$ cat src/rtl/add_reduce_ctrl.sv
// Sums each packet of 64-bit words through the external ripple-carry adder; result valid the cycle after in_last is taken.
// Input stalls (in_ready=0) while a result is held; one dead input cycle per packet boundary.
module add_reduce_ctrl #(
  parameter int CNT_W = 16
) (
  input  logic             clk,
  input  logic             rst,
  input  logic [63:0]      in_data,
  input  logic             in_valid,
  input  logic             in_last,
  output logic             in_ready,
  output logic [63:0]      add_a,
  output logic [63:0]      add_b,
  input  logic [63:0]      add_sum,
  output logic [63:0]      out_sum,
  output logic [CNT_W-1:0] out_count,
  output logic             out_wrap,
  output logic             out_valid,
  input  logic             out_ready
);

  typedef enum logic [1:0] {
    IDLE  = 2'd0,
    ACCUM = 2'd1,
    DONE  = 2'd2
  } state_t;

  localparam logic [CNT_W-1:0] CNT_ONE = {{(CNT_W-1){1'b0}}, 1'b1};

  state_t           state;
  logic [63:0]      acc;
  logic [CNT_W-1:0] cnt;
  logic             wrap;
  logic             in_fire;

  assign in_ready = ~rst & (state != DONE);
  assign in_fire  = in_valid & in_ready;

  assign add_a = acc;
  assign add_b = in_fire ? in_data : 64'h0;

  assign out_valid = (state == DONE);
  assign out_sum   = acc;
  assign out_count = cnt;
  assign out_wrap  = wrap;

  always_ff @(posedge clk) begin
    if (rst) begin
      state <= IDLE;
      acc   <= 64'h0;
      cnt   <= '0;
      wrap  <= 1'b0;
    end else begin
      case (state)
        IDLE, ACCUM: begin
          if (in_fire) begin
            acc   <= add_sum;
            cnt   <= (cnt == {CNT_W{1'b1}}) ? cnt : cnt + CNT_ONE;
            // A sum smaller than the old total means bit 63 carried out.
            wrap  <= wrap | (add_sum < acc);
            state <= in_last ? DONE : ACCUM;
          end
        end
        DONE: begin
          if (out_ready) begin
            acc   <= 64'h0;
            cnt   <= '0;
            wrap  <= 1'b0;
            state <= IDLE;
          end
        end
        default: state <= IDLE;
      endcase
    end
  end

endmodule
$ cat config.mk
export PLATFORM = sky130hd
export DESIGN_NAME = add_reduce_ctrl
export DESIGN_NICKNAME = d
export VERILOG_FILES = /design/src/rtl/add_reduce_ctrl.sv
export SDC_FILE = /design/constraint.sdc
export NUM_CORES = 1
export LEC_CHECK = 0
export CAP_MARGIN = 10
export CORE_AREA = 2 2 134 136
export DETAILED_ROUTE_END_ITERATION = 10
export DIE_AREA = 0 0 136 138
export MAX_ROUTING_LAYER = met4
export PLACE_DENSITY = 0.72
export SYNTH_ARGS = -nofsm -noshare
export SYNTH_HDL_FRONTEND = slang
export SYNTH_SLANG_ARGS = --single-unit
$ cat constraint.sdc
create_clock -name clk -period 2.4 [get_ports clk]
set_clock_uncertainty 0.05 [all_clocks]
set_input_delay 0.36 -clock clk [delete_from_list [all_inputs] [get_ports clk]]
set_output_delay 0.36 -clock clk [all_outputs]
set_load 0.01 [all_outputs]
==> impl_metrics.py, run 1 <==
metrics = {
    "global_route": {
        "overflow": 0,
        "antenna_found_initial": 2,
        "grt_use_total_pct": 22.42,
        "grt_start_max_net_pins": 67,
        "grt_pass1_vias": 6011,
        "grt_pass1_wl_mm": 32.21,
    },
    "detailed_routing": {
        "drt-met1-wl_mm": 8.198,
        "first_pass_iters": 4,
        "wire_per_inst_um": 16.19,
        "routed-wl-met3_mm": 1.231,
        "totalWireLength_mm": 20.52,
        "route.detailed.drc": 0,
        "dr.max_layer_used": "met4",
        "ant_nets": 0,
        "viasPerCell": 4.845,
        "wl_met2_mm": 10.55,
        "drt_iter0_drc": 276,
        "vias": 6138,
    },
    "sta": {
        "layout_setup_ws_ns": 0.06344,
        "fin_setup_tns_ns": 0,
        "maxSlewHeadroom_pct": 48.28,
        "min_period_ns": 2.337,
        "worst_pin_slew_ns": 0.7758,
        "rsz0062_at_grt": "no",
        "finalCritPeriodShare_pct": 97.36,
        "fmax_ghz": 0.4280,
        "slew_viol_final": 0,
        "setup_viol": 0,
        "hold_violations": 0,
    },
    "clocking": {
        "h-tree-depth": 3,
        "postCtsSetupRepairBufs": 0,
        "cts.path.max_buffers": 2,
        "cts_tree": "yes",
        "clkSinkCount": 83,
        "root_buffer": "clkbuf_16",
        "clkSlewWorstSetupHoldPaths_ns": 0.06,
        "clk_latency_ns": 0.34,
        "cts.hold.buffers_added": 0,
        "cts_buffers": 9,
    },
    "synthesis": {
        "ys.flop_type": "dfxtp_1",
        "synth_top_area_cell": "dfxtp_1",
        "ys_types": 42,
        "syn_nets": 955,
        "synth_cells": 758,
        "synthesis.area_um2": 5714,
        "ys_top_cells_by_area": "dfxtp_1 29%, ha_1 14%, buf_4 8.4%",
        "async_reset_ff_share_pct": 0,
        "yosysMostFrequentCell": "a21oi_1",
        "synth_top_area_share_pct": 29.08,
        "ys_seq_elements": 83,
        "avgSynthCellArea_um2": 7.539,
        "ys_top_cells_by_count": "91 x a21oi_1, 86 x nand2_1, 83 x dfxtp_1",
        "synth_warnings": 0,
        "synth-seq-area-share_pct": 29.08,
        "synth-edff-count": 0,
    },
    "status": {
        "status": "complete, no violations",
    },
    "floorplan": {
        "die_area_um2": 18770,
        "die-height_um": 138,
        "ios": 344,
        "core_um2": 17530,
        "start_util_pct": 32.59,
        "rows": 49,
        "fp.dieW_um": 136,
    },
    "cells_and_area": {
        "final_nets": 1228,
        "n_fill_cell": 1672,
        "layout-drive-gt1-share_pct": 5.019,
        "syn2layout_area_growth_pct": 63.02,
        "instances_no_fill": 1267,
    },
    "setup_path": {
        "end_kind": "output pin",
        "r2r-start": "add_a[4]",
        "critPathArrivalTime_ns": 1.93,
        "r2r.worst_path.cells": 8,
        "critPathLaunchType": "input pin",
        "r2r-end": "out_wrap",
        "worstSetupPathType": "in2out",
        "cp.required_ns": 1.99,
        "worstPathMaxFanout": 17,
        "rrSetupSlack_ns": 0.21,
    },
    "worst_hold_path": {
        "hp-start": "rst",
        "whs_endpoint": "add_a[3]",
        "worstHoldPathType": "in2reg",
        "min_path_cells": 3,
    },
    "pwr": {
        "switching_share_pct": 26.54,
        "clockPowerShare_pct": 38.4,
        "power_density_nw_per_um2": 451.8,
        "comb_power_share_pct": 26.0,
        "cell_internal_pwr_mw": 3.092,
        "switchingPower_mw": 1.117,
        "p_leak_nw": 3.593,
        "vdd_drop_max_mv": 0.3077,
        "share_seq_of_total_power_pct": 35.6,
    },
    "placement": {
        "io_buffers": 343,
        "place_congestion": 0.8682,
        "dp.cells": 1249,
        "hpwl_mm": 16.02,
        "place_ws_ns": -0.2157,
    },
    "run": {
        "max-cap-violations": 0,
    },
}
-- through the flow --
| step | util, % | power, mW | hold WS [ns] | cell area (um2) |
|---|---|---|---|---|
| after global routing | 53.13 | 4.425 | 0.3943 | 9315 |
| after global placement | 51.43 | 2.642 | 0.4185 | 9017 |
| after CTS | 53.08 | 4.263 | 0.3732 | 9308 |
| final | 53.13 | 4.209 | 0.3858 | 9315 |
| after detailed placement | 51.43 | 2.654 | 0.4260 | 9017 |
| after floorplan | - | 2.028 | 0.4243 | 5714 |
-- layout by cell type, fill, tap and decap left out, types with 3 or more instances in the layout --
cell type	Yosys	final
nor4b_2	5	5
nand2b_1	4	3
o21ai_0	16	16
inv_1	67	67
nor2_1	30	28
clkbuf_16	0	9
ha_1	64	64
xnor2_1	8	8
nand3_1	73	73
buf_12	0	3
a21oi_1	91	91
or3_1	3	3
dfxtp_1	83	82
and2_1	64	63
o221ai_1	3	3
clkdlybuf4s50_1	0	291
nor4_1	4	4
and3_1	3	3
a211oi_1	9	9
dlygate4sd2_1	0	50
nand4_1	15	15
nand2_1	86	86
buf_4	64	18
a21o_1	4	4
bufinv_16	0	3
-- state kept, by name, indices dropped and copies added, names as in the netlist --
name       flops
out_count     16
state          2
out_wrap       1
add_a         64
-- what timing repair did --
item | 4_1_cts | 5_1_grt
endpoints found under the setup margin | 53 | 1
resized for setup | 53 | 1
pin swaps | 0 | 0
endpoints found under the hold margin | 0 | 0
-- critical path, cell delays in order --
cell,delay (ns)
clkdlybuf4s50_1,0.48
nand2b_1,0.11
nor2_4,0.12
buf_12,0.15
and2_4,0.17
clkdlybuf4s50_1,0.53
-- worst max path at each step --
stage               depth (start not counted)        from   endpoint  slack, ns
global route                                6    in_valid  add_b[41]      0.005
global placement                            8  add_sum[4]   out_wrap      -0.13
finish                                      6    in_valid  add_b[54]       0.06
detailed placement                          8  add_sum[4]   out_wrap      -0.22
floorplan                                   5         rst  add_b[10]       0.63
CTS                                         6    in_valid  add_b[36]       0.02
-- logic make-up after synthesis --
| logic type | Yosys count | synth area share [%] |
|---|---|---|
| AO/OA/AOI/OAI | 135 | 13.20 |
| XOR/XNOR | 8 | 1.226 |
| adder cells (fa/ha/maj) | 64 | 14.01 |
| buffers and inverters | 170 | 15.41 |
| flip-flops | 83 | 29.08 |
| multiplexers | 1 | 0.1752 |
| AND/OR/NAND/NOR | 297 | 26.89 |
-- power by group through the flow --
stage               clock network (mW)  registers, mW  logic, mW
CTS                               1.66           1.50       1.11
global placement                     0           1.53       1.12
global route                      1.71           1.51       1.21
detailed placement                   0           1.53       1.13
finish                            1.62           1.50       1.09
floorplan                            0           1.54      0.492
-- final cells by class --
type	count	area (um2)	area share [%]
repair buffers	364	3563	38.25
inverters	68	255.2	2.740
clock inverters	4	97.59	1.048
clock buffers	12	246.5	2.646
diodes	2	5.005	0.05373
multi-input cells	505	3198	34.33
well taps	229	286.5	3.076
flip-flops and latches	83	1663	17.85
-- routing by layer --
metal | vias to the layer above | GRT usage [%]
met5 | - | -
met1 | 2823 | 25.24
li1 | 3046 | -
met4 | 0 | 8.827
met2 | 234 | 38.98
met3 | 35 | 3.997
Note: power is estimated with default switching activity, not from simulation.
==> run 2: changes to the inputs <==
==> constraint.sdc (replaced) <==
create_clock -name clk -period 2.6 [get_ports clk]
set_clock_uncertainty 0.05 [all_clocks]
set_input_delay 0.39 -clock clk [delete_from_list [all_inputs] [get_ports clk]]
set_output_delay 0.39 -clock clk [all_outputs]
set_load 0.01 [all_outputs]
==> impl_metrics.py, run 2 (same netlist as run 1, synthesis figures left out) <==
metrics = {
    "detailed_routing": {
        "wl_met2_mm": 10.85,
        "wire_per_inst_um": 16.63,
        "route.detailed.drc": 0,
        "drt-met1-wl_mm": 8.364,
        "first_pass_iters": 4,
        "viasPerCell": 4.828,
        "ant_nets": 0,
        "routed-wl-met3_mm": 1.275,
        "vias": 6069,
        "drt_iter0_drc": 229,
        "totalWireLength_mm": 20.91,
        "dr.max_layer_used": "met4",
    },
    "cells_and_area": {
        "layout-drive-gt1-share_pct": 4.280,
        "syn2layout_area_growth_pct": 66.30,
        "final_nets": 1221,
        "final_common_cell": "clkdlybuf4s50_1",
        "final_cell_mix": "286 x clkdlybuf4s50_1, 91 x a21oi_1, 86 x nand2_1",
        "fin_area_um2": 9503,
        "largest_register_ff_count": 64,
        "antenna_cells": 0,
    },
    "clocking": {
        "clk_latency_ns": 0.34,
        "h-tree-depth": 3,
        "cts.path.max_buffers": 2,
        "cts.hold.buffers_added": 0,
        "cts_tree": "yes",
        "root_buffer": "clkbuf_16",
        "clkSinkCount": 83,
        "cts_buffers": 9,
        "clkSlewWorstSetupHoldPaths_ns": 0.06,
    },
    "pwr": {
        "clockPowerShare_pct": 38.8,
        "cell_internal_pwr_mw": 2.886,
        "switching_share_pct": 26.63,
        "comb_power_share_pct": 26.1,
        "power_density_nw_per_um2": 413.9,
        "share_seq_of_total_power_pct": 35.1,
        "vdd_drop_max_mv": 0.2867,
        "p_leak_nw": 4.283,
        "switchingPower_mw": 1.048,
    },
    "setup_path": {
        "cp.required_ns": 2.16,
        "crit_family": "buffers and inverters",
        "critPathArrivalTime_ns": 2.13,
        "cp_num_buf_inv": 4,
        "crit_top_cell": "clkdlybuf4s50_1",
        "worstPathMaxFanout": 16,
        "critPathLaunchType": "input pin",
        "r2r-start": "add_a[6]",
        "cpMaxStageDelayCell": "clkdlybuf4s50_1",
        "path_cells": "clkdlybuf4s50_1 -> nand2b_1 -> nor2_4 -> buf_12 -> buf_8 -> and2_1 -> clkdlybuf4s50_1",
        "cp_slowest_stage_delay_ns": 0.53,
        "end_kind": "output pin",
        "startpoint": "in_valid",
        "worstSetupPathType": "in2out",
    },
    "global_route": {
        "overflow": 0,
        "grt_pass1_vias": 5789,
        "grt_start_max_net_pins": 67,
        "antenna_found_initial": 0,
        "grt_use_total_pct": 21.92,
        "grt_pass1_wl_mm": 31.28,
    },
    "worst_hold_path": {
        "worstHoldPathType": "reg2reg",
        "hp-start": "add_a[41]",
    },
    "floorplan": {
        "ios": 344,
        "die_area_um2": 18770,
        "rows": 49,
        "die-height_um": 138,
        "core_um2": 17530,
        "start_util_pct": 32.59,
        "fp.dieW_um": 136,
    },
    "sta": {
        "hold_violations": 0,
        "maxSlewHeadroom_pct": 47.56,
        "finalCritPeriodShare_pct": 98.92,
        "layout_setup_ws_ns": 0.02812,
        "hold_ws_ns": 0.4324,
        "fmax_ghz": 0.3888,
        "worst_pin_slew_ns": 0.7866,
        "min_period_ns": 2.572,
        "setup_viol": 0,
        "fin_setup_tns_ns": 0,
        "slew_viol_final": 0,
    },
    "placement": {
        "io_buffers": 343,
        "place_ws_ns": -0.01918,
        "place_congestion": 0.8922,
        "hpwl_mm": 15.84,
        "place_area_um2": 8915,
    },
    "run": {
        "max-cap-violations": 0,
    },
    "status": {
        "status": "complete, no violations",
    },
}
-- run 2: area by class of cell --
type / count / area [um2]
Clock buffer: 11 / 252.7
Clock inverter: 4 / 97.59
Fill cell: 1706 / 8031
Inverter: 68 / 255.2
Multi-Input combinational cell: 505 / 3196
Sequential cell: 83 / 1662
Tap cell: 229 / 286.5
Timing Repair Buffer: 357 / 3754
-- run 2: repair_timing --
action,CTS,global route
buffers inserted,0,2
endpoints found under the setup margin,0,64
gates resized for setup,0,58
hold endpoints to repair,0,0
-- run 2: final timing paths --
check,endpoint,slack (ns),depth (start not counted)
worst min-delay path,add_a[41],0.43,2
worst min register to register,add_a[41],0.43,2
worst max-delay path,add_b[36],0.03,7
worst max register to register,out_wrap,0.39,8
-- run 2: power groups by stage --
stage                     Clock (mW)  Sequential (mW)  Combinational [mW]
after floorplan                    0             1.42               0.454
after global placement             0             1.41                1.01
after detailed placement           0             1.41                1.02
after CTS                       1.56             1.38                1.03
after global routing            1.61             1.39                1.12
final                           1.52             1.38                1.03
-- run 2: per-layer routing --
layer  vias to the layer above  track usage, %
met5                         -               -
met4                         0           6.798
met3                        28           4.290
met2                       225           38.35
met1                      2785           24.99
li1                       3031               -
-- run 2: worst reg2reg max path: cells and delay by family (launching register included) --
kind / cells / cell delay [ns]
compound gates: 5 / 1.14
fa+ha+maj: 1 / 0.29
buf+inv: 2 / 0.23
flops: 1 / 0.39
-- run 2: metrics by stage --
stage	std cells	power (mW)	utilization, %
after floorplan	758	1.872	-
after global placement	1237	2.418	50.84
after detailed placement	1237	2.433	50.84
after CTS	1252	3.974	52.84
after global routing	1257	4.127	54.20
final	1257	3.934	54.20
==> run 3: changes to the inputs <==
--- a/config.mk
+++ b/config.mk
@@ -7,6 +7,7 @@
 export LEC_CHECK = 0
 export CAP_MARGIN = 10
 export CORE_AREA = 2 2 134 136
+export CTS_CLUSTER_DIAMETER = 150
 export DETAILED_ROUTE_END_ITERATION = 10
 export DIE_AREA = 0 0 136 138
 export MAX_ROUTING_LAYER = met4
==> results of run 3 <==
Final layout, timing and power as in run 2 (identical DEF).
